$ cat config.mk
export PLATFORM = sky130hd
export DESIGN_NAME = alu_op_sequencer_flat
export DESIGN_NICKNAME = d
export VERILOG_FILES = /design/src/rtl/alu_op_sequencer_if.sv /design/src/rtl/alu_op_sequencer.sv /design/src/flat_wrapper.sv
export SDC_FILE = /design/constraint.sdc
export NUM_CORES = 1
export LEC_CHECK = 0
export ABC_AREA = 1
export CAP_MARGIN = 20
export CORE_MARGIN = 1.5
export CORE_UTILIZATION = 50
export DETAILED_ROUTE_END_ITERATION = 12
export PLACE_DENSITY = 0.75
export SETUP_SLACK_MARGIN = 0.2
export SKIP_CTS_REPAIR_TIMING = 1
export SYNTH_ARGS = -nofsm -noshare
export SYNTH_HDL_FRONTEND = slang
export SYNTH_SLANG_ARGS = --single-unit
$ cat constraint.sdc
create_clock -name clk -period 1.36 [get_ports clk]
set_clock_uncertainty 0.05 [all_clocks]
set_input_delay 0.272 -clock clk [delete_from_list [all_inputs] [get_ports clk]]
set_output_delay 0.272 -clock clk [all_outputs]
set_load 0.01 [all_outputs]
$ cat src/rtl/alu_op_sequencer_if.sv
// Opcode handshake and status bundle between the upstream controller and alu_op_sequencer.
interface alu_op_sequencer_if;
    logic       in_valid;
    logic [3:0] in_op;
    logic       in_ready;
    logic [3:0] op_sel;
    logic       op_valid;
    logic       done;
    logic       busy;
    logic [7:0] retired_cnt;

    modport master (
        output in_valid, in_op,
        input  in_ready, op_sel, op_valid, done, busy, retired_cnt
    );

    modport slave (
        input  in_valid, in_op,
        output in_ready, op_sel, op_valid, done, busy, retired_cnt
    );
endinterface

$ cat src/rtl/alu_op_sequencer.sv
// Opcode FIFO plus issue FSM feeding the ALU op-select decoder; storage ops 0xD-0xF span MEM_LAT cycles.
// Optional macro ALU_SEQ_LOAD_BUBBLE_EN inserts one idle cycle after every LOAD (0xF).
module alu_op_sequencer #(
    parameter int DEPTH   = 4,
    parameter int MEM_LAT = 3
) (
    input  logic                clk,
    input  logic                rst_n,
    input  logic                flush,
    alu_op_sequencer_if.slave   bus
);
    localparam int AW = $clog2(DEPTH);
    localparam int CW = $clog2(MEM_LAT) + 1;
    localparam logic [AW:0]   PTR_ONE   = (AW + 1)'(1);
    localparam logic [CW-1:0] CNT_ONE   = CW'(1);
    localparam logic [CW-1:0] CNT_ZERO  = CW'(0);
    localparam logic [CW-1:0] WAIT_LOAD = CW'(MEM_LAT - 2);

`ifdef ALU_SEQ_LOAD_BUBBLE_EN
    typedef enum logic [1:0] {ST_IDLE = 2'd0, ST_EXEC = 2'd1, ST_WAIT = 2'd2, ST_BUBBLE = 2'd3} state_t;
`else
    typedef enum logic [1:0] {ST_IDLE = 2'd0, ST_EXEC = 2'd1, ST_WAIT = 2'd2} state_t;
`endif

    function automatic logic is_mem_op(input logic [3:0] op);
        return (op >= 4'hD);
    endfunction

    logic [3:0]    mem_r [DEPTH];
    logic [AW:0]   wr_ptr_r, rd_ptr_r;
    state_t        state_r, state_s;
    logic [3:0]    op_sel_r, op_sel_s;
    logic          op_valid_r, op_valid_s;
    logic [CW-1:0] cnt_r, cnt_s;
    logic [7:0]    retired_r;
    logic          full_s, empty_s, push_s, pop_s, done_s, advance_s, in_ready_s;
    logic [3:0]    head_s;

    // Extra wrap bit distinguishes full from empty when the index bits match.
    assign empty_s    = (wr_ptr_r == rd_ptr_r);
    assign full_s     = (wr_ptr_r[AW] != rd_ptr_r[AW]) && (wr_ptr_r[AW-1:0] == rd_ptr_r[AW-1:0]);
    assign in_ready_s = !full_s && !flush;
    assign push_s     = bus.in_valid && in_ready_s;
    assign head_s     = mem_r[rd_ptr_r[AW-1:0]];

    assign bus.in_ready    = in_ready_s;
    assign bus.op_sel      = op_sel_r;
    assign bus.op_valid    = op_valid_r;
    assign bus.done        = done_s;
    assign bus.busy        = (state_r != ST_IDLE) || !empty_s;
    assign bus.retired_cnt = retired_r;

    // Opcode storage; entries are only read after being written, so no reset is needed.
    always_ff @(posedge clk) begin
        if (push_s) begin
            mem_r[wr_ptr_r[AW-1:0]] <= bus.in_op;
        end else begin
            mem_r[wr_ptr_r[AW-1:0]] <= mem_r[wr_ptr_r[AW-1:0]];
        end
    end

    // FIFO read/write pointers.
    always_ff @(posedge clk or negedge rst_n) begin
        if (!rst_n) begin
            wr_ptr_r <= '0;
            rd_ptr_r <= '0;
        end else if (flush) begin
            wr_ptr_r <= '0;
            rd_ptr_r <= '0;
        end else begin
            if (push_s) begin
                wr_ptr_r <= wr_ptr_r + PTR_ONE;
            end else begin
                wr_ptr_r <= wr_ptr_r;
            end
            if (pop_s) begin
                rd_ptr_r <= rd_ptr_r + PTR_ONE;
            end else begin
                rd_ptr_r <= rd_ptr_r;
            end
        end
    end

    // FSM state, registered ALU selection, wait counter and retire counter.
    always_ff @(posedge clk or negedge rst_n) begin
        if (!rst_n) begin
            state_r    <= ST_IDLE;
            op_sel_r   <= 4'h0;
            op_valid_r <= 1'b0;
            cnt_r      <= CNT_ZERO;
            retired_r  <= 8'd0;
        end else begin
            state_r    <= state_s;
            op_sel_r   <= op_sel_s;
            op_valid_r <= op_valid_s;
            cnt_r      <= cnt_s;
            retired_r  <= done_s ? (retired_r + 8'd1) : retired_r;
        end
    end

    // Next-state, issue and completion decode; flush overrides all of it.
    always_comb begin
        state_s    = state_r;
        op_sel_s   = op_sel_r;
        op_valid_s = op_valid_r;
        cnt_s      = cnt_r;
        pop_s      = 1'b0;
        done_s     = 1'b0;
        advance_s  = 1'b0;
        if (flush) begin
            state_s    = ST_IDLE;
            op_sel_s   = 4'h0;
            op_valid_s = 1'b0;
            cnt_s      = CNT_ZERO;
        end else begin
            case (state_r)
                ST_IDLE: advance_s = 1'b1;
`ifdef ALU_SEQ_LOAD_BUBBLE_EN
                ST_BUBBLE: advance_s = 1'b1;
`endif
                ST_EXEC: begin
                    if (is_mem_op(op_sel_r)) begin
                        cnt_s   = WAIT_LOAD;
                        state_s = ST_WAIT;
                    end else begin
                        done_s    = 1'b1;
                        advance_s = 1'b1;
                    end
                end
                ST_WAIT: begin
                    if (cnt_r == CNT_ZERO) begin
                        done_s    = 1'b1;
                        advance_s = 1'b1;
                    end else begin
                        cnt_s = cnt_r - CNT_ONE;
                    end
                end
                default: begin
                    state_s    = ST_IDLE;
                    op_valid_s = 1'b0;
                end
            endcase

            // A completing op or an idle slot hands over to the next queued opcode.
`ifdef ALU_SEQ_LOAD_BUBBLE_EN
            if (done_s && (op_sel_r == 4'hF)) begin
                op_valid_s = 1'b0;
                state_s    = ST_BUBBLE;
            end else
`endif
            if (advance_s && !empty_s) begin
                pop_s      = 1'b1;
                op_sel_s   = head_s;
                op_valid_s = 1'b1;
                state_s    = ST_EXEC;
            end else if (advance_s) begin
                op_valid_s = 1'b0;
                state_s    = ST_IDLE;
            end else begin
                pop_s = 1'b0;
            end
        end
    end
endmodule

$ cat src/flat_wrapper.sv
// flat-port wrapper written by rule: the top's interface ports become plain ports
module alu_op_sequencer_flat 
#(
    parameter int DEPTH   = 4,
    parameter int MEM_LAT = 3
)
  (clk, rst_n, flush, bus_in_valid, bus_in_op, bus_in_ready, bus_op_sel, bus_op_valid, bus_done, bus_busy, bus_retired_cnt);
  alu_op_sequencer_if bus_i ();
  input  logic clk;
  input  logic rst_n;
  input  logic flush;
  input wire logic [$bits(bus_i.in_valid)-1:0] bus_in_valid;
  input wire logic [$bits(bus_i.in_op)-1:0] bus_in_op;
  output wire logic [$bits(bus_i.in_ready)-1:0] bus_in_ready;
  output wire logic [$bits(bus_i.op_sel)-1:0] bus_op_sel;
  output wire logic [$bits(bus_i.op_valid)-1:0] bus_op_valid;
  output wire logic [$bits(bus_i.done)-1:0] bus_done;
  output wire logic [$bits(bus_i.busy)-1:0] bus_busy;
  output wire logic [$bits(bus_i.retired_cnt)-1:0] bus_retired_cnt;
  assign bus_i.in_valid = bus_in_valid;
  assign bus_i.in_op = bus_in_op;
  assign bus_in_ready = bus_i.in_ready;
  assign bus_op_sel = bus_i.op_sel;
  assign bus_op_valid = bus_i.op_valid;
  assign bus_done = bus_i.done;
  assign bus_busy = bus_i.busy;
  assign bus_retired_cnt = bus_i.retired_cnt;
  alu_op_sequencer #(.DEPTH(DEPTH), .MEM_LAT(MEM_LAT)) u_core (.clk(clk), .rst_n(rst_n), .flush(flush), .bus(bus_i));
endmodule
Word-level counts from Yosys, hierarchy flattened
Memories as Yosys holds them, arrays and structs flattened.
Cells that the tools add are included.
{ "totals": {"wordCells": 76, "output_inout_bits": 16, "ff_bits": 24, "ramBits": 16, "memories": 1, "in_bits": 8} }
{ "op_classes": {"bitwise": 1, "mux": 31, "order_cmp": 1, "add_sub_neg": 4, "n_eq_ne": 11, "n_reduce_logical": 20} }
{ "memory_table": {"columns": ["name", "words", "width", "read_ports", "rd_clocked_by_memory_dff", "wr", "line_no", "source"], "rows": [
  ["u_core.mem_r", 4, 4, 1, 0, 1, "alu_op_sequencer.sv:29", "logic [3:0] mem_r [DEPTH];"]
]} }
{ "op_table": {"columns": ["cell", "n"], "rows": [
  ["two-way mux 3 bit", 7],
  ["two-way mux 1 bit", 13],
  ["two-way mux 4 bit", 3],
  ["adder 8 x 1 -> 8 bit, second input constant", 1],
  ["two-way mux 2 bit", 4],
  ["inequality test 4 x 1 -> 1 bit, second input constant", 2],
  ["nonzero test 2 bit", 4],
  ["adder 3 x 1 -> 3 bit, second input constant", 2],
  ["one-hot mux 3 bit (2 select lines)", 1],
  ["inequality test 5 x 2 -> 1 bit, second input constant", 1],
  [">= comparator 4 bit, second input constant", 1],
  ["logical AND 1 bit", 4],
  ["one-hot mux 2 bit (2 select lines)", 1],
  ["AND reduction 2 bit", 2],
  ["equality test 3 bit", 1],
  ["zero test 1 bit", 3],
  ["zero test 3 bit", 1],
  ["inequality test 3 x 2 -> 1 bit, second input constant", 1],
  ["inequality test 3 bit, second input constant", 1],
  ["one-hot mux 1 bit (3 select lines)", 1],
  ["AND reduction 3 bit", 1],
  ["nonzero test 3 bit", 1],
  ["OR reduction 3 bit", 1],
  ["subtractor 3 x 1 -> 3 bit, second input constant", 1],
  ["other kinds (10)", 10]
]} }

Logic depth before layout (Yosys ltp)
Gate-level depths: netlist of run 1.
{ "logic_depth": {"depth_word": 9, "mapped_depth": 10, "mapped_depth_nobuf": 10} }

Worst setup path after synthesis of run 1
OpenSTA, ideal clock, no wires.
{ "synth_timing": {"path_type": "register -> register", "start": "reg u_core.rd_ptr_r[1]", "end": "mem u_core.mem_r[0][0], enable pin", "setup_ns": 0.329, "path_slack_ns": -0.117, "t_arrival_ns": 1.098, "path_stages_with_launch": 6, "period_less_slack_ns": 1.477, "n_path_buf": 1, "required_ns": 0.981, "cell_sequence": "dfrtp_1 -> buf_6 -> xnor2_4 -> nand3_2 -> nand3_4 -> nor2_1"} }
{ "synth_between": {"elab_chain_len": 8, "elab_cells_between_ends": 10, "cone_classes": "1 x eq/ne; 3 x mux; 1 x bitwise; 5 x reduce/logical"} }
{ "synth_lines": {"columns": ["element", "line_no", "source"], "rows": [
  ["start: declaration", "alu_op_sequencer.sv:30", "logic [AW:0] wr_ptr_r, rd_ptr_r;"],
  ["start signal: assignment", "alu_op_sequencer.sv:77", "rd_ptr_r <= rd_ptr_r + PTR_ONE;"],
  ["start signal: assignment", "alu_op_sequencer.sv:79", "rd_ptr_r <= rd_ptr_r;"],
  ["equality test 2 bit (*)", "alu_op_sequencer.sv:41", "assign full_s = (wr_ptr_r[AW] != rd_ptr_r[AW]) && (wr_ptr_r[AW-1:0] == rd_ptr_r[AW-1:0]);"],
  ["logical AND 1 bit (*)", "alu_op_sequencer.sv:41", null],
  ["zero test 1 bit (*)", "alu_op_sequencer.sv:42", "assign in_ready_s = !full_s && !flush;"],
  ["logical AND 1 bit (*)", "alu_op_sequencer.sv:42", null],
  ["logical AND 1 bit (*)", "alu_op_sequencer.sv:43", "assign push_s = bus.in_valid && in_ready_s;"],
  ["two-way mux 1 bit, on equally long branches", "alu_op_sequencer.sv:55, alu_op_sequencer.sv:58", null],
  ["two-way mux 1 bit (not written as such) or AND reduction 2 bit (tied branches)", null, null],
  ["OR 1 bit (no line) (*)", null, null],
  ["end: declaration", "alu_op_sequencer.sv:29", null]
]} }
Mark *: on every way between the ends. The rest lies on a longest branch, timed or not.

Worst setup path after layout of run 1
{ "layout_timing": {"start": "reg u_core.cnt_r[1]", "end": "out bus_done"} }
{ "layout_between": {"elab_chain_len": 4} }
{ "layout_lines": {"columns": ["element", "line_no", "source"], "rows": [
  ["start: declaration", "alu_op_sequencer.sv:34", "logic [CW-1:0] cnt_r, cnt_s;"],
  ["start signal: assignment", "alu_op_sequencer.sv:96", "cnt_r <= cnt_s;"],
  ["zero test 3 bit", "alu_op_sequencer.sv:131", "if (cnt_r == CNT_ZERO) begin"],
  ["two-way mux 1 bit", "alu_op_sequencer.sv:131", null],
  ["one-hot mux 1 bit (2 select lines)", "alu_op_sequencer.sv:116", "case (state_r)"],
  ["two-way mux 1 bit", "alu_op_sequencer.sv:110", "if (flush) begin"],
  ["end: declaration", "flat_wrapper.sv:17", "output wire logic [$bits(bus_i.done)-1:0] bus_done;"]
]} }
Every way passes these cells.

==> results.sh, run 1 <==
export IMPL_outcome="complete, but fails checks"
export IMPL_violations="negative setup slack"
export IMPL_dpl_cell_area_um2=2790
export IMPL_antenna_found_initial=0
export IMPL_synthTopCellsByCount="nand2_1 (75), inv_1 (27), dfrtp_1 (24)"
export IMPL_hold_viol_final=0
export IMPL_layout_setup_ws_ns=-0.337
export IMPL_die_area_um2=4650
export IMPL_cap_violations=0
export IMPL_rsz0062_at_grt="true"
export IMPL_gp_congestion=0.763
export IMPL_antenna_left=0
export IMPL_grt_pass1_wl_um=7500
export IMPL_worst_pin_slew_ns=0.231
export IMPL_core_area_um2=4030
export IMPL_cts_root_buf="clkbuf_8"
export IMPL_place_hpwl_um=3250
export IMPL_start_util_pct=52.7
export IMPL_setup_violations=43
export IMPL_syn_inst=235
export IMPL_vias=1780
export IMPL_critical_path_class="reg -> out"
export IMPL_slew_headroom_pct=84.5
export IMPL_drc=0
export IMPL_place_port_buffers=23
export IMPL_synth_edff_count=16
export IMPL_ys_seq_area_share_pct=50.9
export IMPL_yosysTopAreaCellShare_pct=28.3
export IMPL_slew_violations=0
export IMPL_area_delta_synth_final_pct=46.3
export IMPL_cp_start_kind="register"
export IMPL_htreeDepth=2
export IMPL_cp_cell_sequence="inv_2 > ha_4 > ha_4 > nand2_4 > nand2_4 > nand2_4 > inv_4 > buf_6"
export IMPL_ys_ff_latch=40
export IMPL_grt_max_degree=25
export IMPL_fin_util_pct=77.1
export IMPL_synthTopCellsByArea="dfrtp_1 (28%), edfxtp_1 (23%), nand2_1 (13%)"
export IMPL_hp_class="in -> async"
export IMPL_overflow=0
export IMPL_grtUsageTotal_pct=21.7
export IMPL_nets=331
export IMPL_yosysTopAreaCell="dfrtp_1"
export IMPL_grt_pass1_vias=1719
export IMPL_yosys_warnings=0
export IMPL_finalCritPeriodShare_pct=125
export IMPL_rows=23
export IMPL_cts_max_path_buffers=2
export IMPL_vdd_drop_max_uv=1250
export IMPL_clk_pin_slew_ns=0.08
export IMPL_viasPerCell=4.92
export IMPL_end_kind="output pin"
export IMPL_cpMostUsedCell="nand2_4"
export IMPL_fmax_mhz=589
export IMPL_wirelength_um=4940
export IMPL_p_leak_nw=1.51
export IMPL_pre_cts_slack_ns=-0.523
export IMPL_critPathSlowestCell="dfrtp_1"
export IMPL_die_x_um=68.2
export IMPL_first_pass_iters=4
export IMPL_power_density_nw_per_um2=1800
export IMPL_n_antenna_cell=0
export IMPL_synth_fp_nets=255
export IMPL_fin_area_um2=3110
export IMPL_synth_flop_cell="dfrtp_1"
export IMPL_p_total_mw=5.59
export IMPL_nFillCells=267
export IMPL_period_minus_slack_ns=1.70
export IMPL_async_flop_share_pct=60.0
export IMPL_drive_above_1_share_pct=42.9
export IMPL_critPathMaxStageDelay_ns=0.37
export IMPL_crit_fanout=2
export IMPL_yosysMostFrequentCell="nand2_1"
export IMPL_arrival_ns=1.38
export IMPL_pin_count=24
export IMPL_drtIter0Drc=99
export IMPL_fin_setup_tns_ns=-7.69
export IMPL_die_h_um=68.2
export IMPL_netlist_cell_type_count=22
export IMPL_syn_area_um2=2120
export IMPL_cts_sinks=40
export IMPL_wl_per_cell_um=13.7
export IMPL_numCtsBuffers=5
export IMPL_cts_tree="done"
export IMPL_required_ns=1.04
export IMPL_clk_latency_ns=0.29
export IMPL_avgSynthCellArea_um2=9.04
-- report_power, final --
group / switching (mW) / internal [mW] / total [mW]
Clock: 0.407 / 0.348 / 0.756
Sequential: 0.213 / 1.51 / 1.73
Combinational: 1.60 / 1.51 / 3.11
-- per-layer routing --
layer | vias up | track usage (%) | part of all wire, %
li1 | 899 | - | -
met1 | 830 | 26.7 | 40
met2 | 45 | 38.5 | 55
met3 | 6 | 4.77 | 3.8
met4 | 0 | 5.75 | 1.1
met5 | - | 0 | 0
-- cell type report --
cell class              instances  area [µm²]  area share, %
clock inverters                 3        13.8          0.443
clock buffers                   5        68.8           2.21
inverters                      31         124           3.99
flip-flops and latches         40        1090           34.9
multi-input cells             159        1130           36.3
well taps                      50        62.6           2.01
repair buffers                 74         624           20.1
-- worst paths after layout --
kind                                       from                   end  slack [ns]  cells after the start
max in group asynchronous                 rst_n    u_core.wr_ptr_r[1]        0.81                      2
worst min-delay path                      rst_n  u_core.bus.op_sel[3]        0.28                      2
worst min register to register  u_core.cnt_r[2]       u_core.cnt_r[2]        0.45                      2
worst max-delay path            u_core.cnt_r[1]              bus_done       -0.34                      8
worst max register to register  u_core.cnt_r[1]       u_core.cnt_r[1]       -0.22                     11
min in group clk                u_core.cnt_r[2]       u_core.cnt_r[2]        0.45                      2
-- flip-flops by register name, summed over array words and instances, names as in the netlist --
register                cells
u_core.mem_r               16
u_core.bus.retired_cnt      8
u_core.bus.op_sel           4
u_core.cnt_r                3
u_core.rd_ptr_r             3
u_core.wr_ptr_r             3
u_core.state_r              2
u_core.bus.op_valid         1
-- cells in the final DEF, fill, tap and decap left out, types with 5 or more instances in the layout --
cell,Yosys,layout
buf_4,0,40
buf_6,2,15
clkbuf_2,0,6
clkbuf_8,0,5
clkdlybuf4s50_1,0,7
dfrtp_1,24,20
edfxtp_1,16,16
ha_1,12,7
ha_4,0,5
inv_1,27,20
inv_2,4,8
nand2_1,75,56
nand2_2,1,14
nand2_4,2,7
nand3_1,21,20
nand4_1,6,6
nor2_1,21,10
nor2_4,0,10
xor2_1,7,7
-- through the flow --
| step | hold WS (ns) | instances |
|---|---|---|
| CTS | 0.282 | 346 |
| global placement | 0.426 | 338 |
| global route | 0.291 | 362 |
| detailed placement | 0.428 | 338 |
| finish | 0.279 | 362 |
| floorplan | -0.0736 | 235 |
-- cells by family after synthesis --
family | count (synthesis) | synth area share [%]
xor gates and xnor gates | 9 | 4.59
buffers and inverters | 36 | 7.24
and+or+nand+nor | 133 | 29.0
adders and majority gates | 12 | 7.07
DFF | 40 | 50.9
AOI/OAI and AO/OA | 5 | 1.18
-- worst max-delay path: cells and delay by family, from the launching register on --
kind	cells	cell delay, ns
fa+ha+maj	2	0.32
buf+inv	3	0.19
simple gates	3	0.21
flops	1	0.37
(Power assumes the default switching activity.)
==> run 2, diff against run 1 <==
--- a/config.mk
+++ b/config.mk
@@ -10,6 +10,7 @@
 export CORE_MARGIN = 1.5
 export CORE_UTILIZATION = 50
 export DETAILED_ROUTE_END_ITERATION = 12
+export GPL_TIMING_DRIVEN = 0
 export PLACE_DENSITY = 0.75
 export SETUP_SLACK_MARGIN = 0.2
 export SKIP_CTS_REPAIR_TIMING = 1
==> constraint.sdc (replaced) <==
create_clock -name clk -period 1.36 [get_ports clk]
set_clock_uncertainty 0.05 [all_clocks]
set_input_delay 0.408 -clock clk [delete_from_list [all_inputs] [get_ports clk]]
set_output_delay 0.408 -clock clk [all_outputs]
set_load 0.01 [all_outputs]
==> results.sh, run 2 (same netlist as run 1, synthesis figures left out) <==
export IMPL_outcome="complete, but fails checks"
export IMPL_violations="negative setup slack"
export IMPL_finalCritPeriodShare_pct=144
export IMPL_fmax_mhz=512
export IMPL_antenna_found_initial=0
export IMPL_end_kind="output pin"
export IMPL_period_minus_slack_ns=1.95
export IMPL_pre_cts_slack_ns=-0.762
export IMPL_area_delta_synth_final_pct=35.8
export IMPL_n_antenna_cell=0
export IMPL_first_pass_iters=4
export IMPL_wl_per_cell_um=13.4
export IMPL_grt_max_degree=14
export IMPL_layout_cells_non_filler=339
export IMPL_setup_violations=42
export IMPL_required_ns=0.90
export IMPL_slew_violations=0
export IMPL_die_area_um2=4650
export IMPL_clk_pin_slew_ns=0.08
export IMPL_p_leak_nw=1.38
export IMPL_cts_root_buf="clkbuf_8"
export IMPL_slew_headroom_pct=58.5
export IMPL_layout_setup_ws_ns=-0.593
export IMPL_antenna_left=0
export IMPL_vias=1676
export IMPL_place_hpwl_um=2920
export IMPL_die_h_um=68.2
export IMPL_htreeDepth=2
export IMPL_die_x_um=68.2
export IMPL_final_cell_mix="nand2_1 (67), inv_1 (22), buf_4 (20)"
export IMPL_core_area_um2=4030
export IMPL_arrival_ns=1.49
export IMPL_cap_violations=0
export IMPL_dp_cells=308
export IMPL_drc=0
export IMPL_rows=23
export IMPL_place_port_buffers=22
export IMPL_cp_start_kind="register"
export IMPL_fin_util_pct=71.6
export IMPL_grt_pass1_wl_um=6510
export IMPL_drive_above_1_share_pct=34.9
export IMPL_grt_pass1_vias=1461
export IMPL_gp_congestion=0.756
export IMPL_layout_cells_most_common="nand2_1"
export IMPL_vdd_drop_max_uv=1010
export IMPL_power_density_nw_per_um2=1790
export IMPL_numCtsBuffers=5
export IMPL_overflow=0
export IMPL_viasPerCell=4.94
export IMPL_dpl_cell_area_um2=2530
export IMPL_crit_fanout=6
export IMPL_worst_pin_slew_ns=0.622
export IMPL_fin_area_um2=2890
export IMPL_cts_tree="done"
export IMPL_cts_max_path_buffers=2
export IMPL_hp_class="in -> async"
export IMPL_pin_count=24
export IMPL_cts_sinks=40
export IMPL_rsz0062_at_grt="true"
export IMPL_grtUsageTotal_pct=19.5
export IMPL_start_util_pct=52.7
export IMPL_clk_latency_ns=0.30
export IMPL_drtIter0Drc=67
export IMPL_hold_viol_final=0
export IMPL_critical_path_class="reg -> out"
export IMPL_nets=308
export IMPL_largest_reg_flops=16
export IMPL_wirelength_um=4540
[run 2: stage by stage]
stage | TNS, ns | hold slack, ns | power [mW]
floorplan | -1.37 | 0.0624 | 3.18
global placement | -21.46 | 0.417 | 3.80
detailed placement | -11.28 | 0.427 | 3.86
CTS | -14.41 | 0.347 | 4.82
global route | -10.25 | 0.0737 | 5.55
finish | -7.17 | 0.0491 | 5.16
[run 2: area by class of cell]
| cell class | instances | area (µm²) |
|---|---|---|
| fill | 328 | 1140 |
| sequential | 40 | 1090 |
| multi-input combinational | 159 | 1070 |
| timing repair buffer | 46 | 373 |
| inverter | 31 | 126 |
| clock buffer | 6 | 72.6 |
| tap | 50 | 62.6 |
| buffer | 5 | 53.8 |
| clock inverter | 2 | 35.0 |
[run 2: path summary, 6_finish.rpt]
kind                                   start                         to  slack (ns)  cells after the start
min                                    rst_n       u_core.bus.op_sel[1]        0.05                      1
max in group asynchronous              rst_n  u_core.bus.retired_cnt[5]        0.67                      2
min reg2reg                  u_core.cnt_r[2]            u_core.cnt_r[2]        0.44                      2
min in group clk                       flush         u_core.rd_ptr_r[2]        0.35                      4
max reg2reg                u_core.state_r[0]  u_core.bus.retired_cnt[6]       -0.29                      9
max                        u_core.state_r[0]                   bus_done       -0.59                      7
[run 2: critical path, cell delays in order, from the launching register on]
cell	delay, ns
dfrtp_2	0.45
inv_4	0.07
ha_4	0.26
inv_2	0.03
nor2_4	0.09
nand2_4	0.09
inv_4	0.09
buf_6	0.10
[run 2: routing by layer]
metal,track usage (%),vias to the layer above,wire (µm)
li1,-,852,-
met1,24.8,797,2000
met2,31.8,20,2340
met3,4.44,7,120
met4,9.00,0,82
met5,0,-,0
[run 2: power by group]
group | internal (mW) | switching, mW
clock | 0.545 | 0.413
sequential | 1.51 | 0.238
combinational | 1.09 | 1.36
total | 3.15 | 2.01
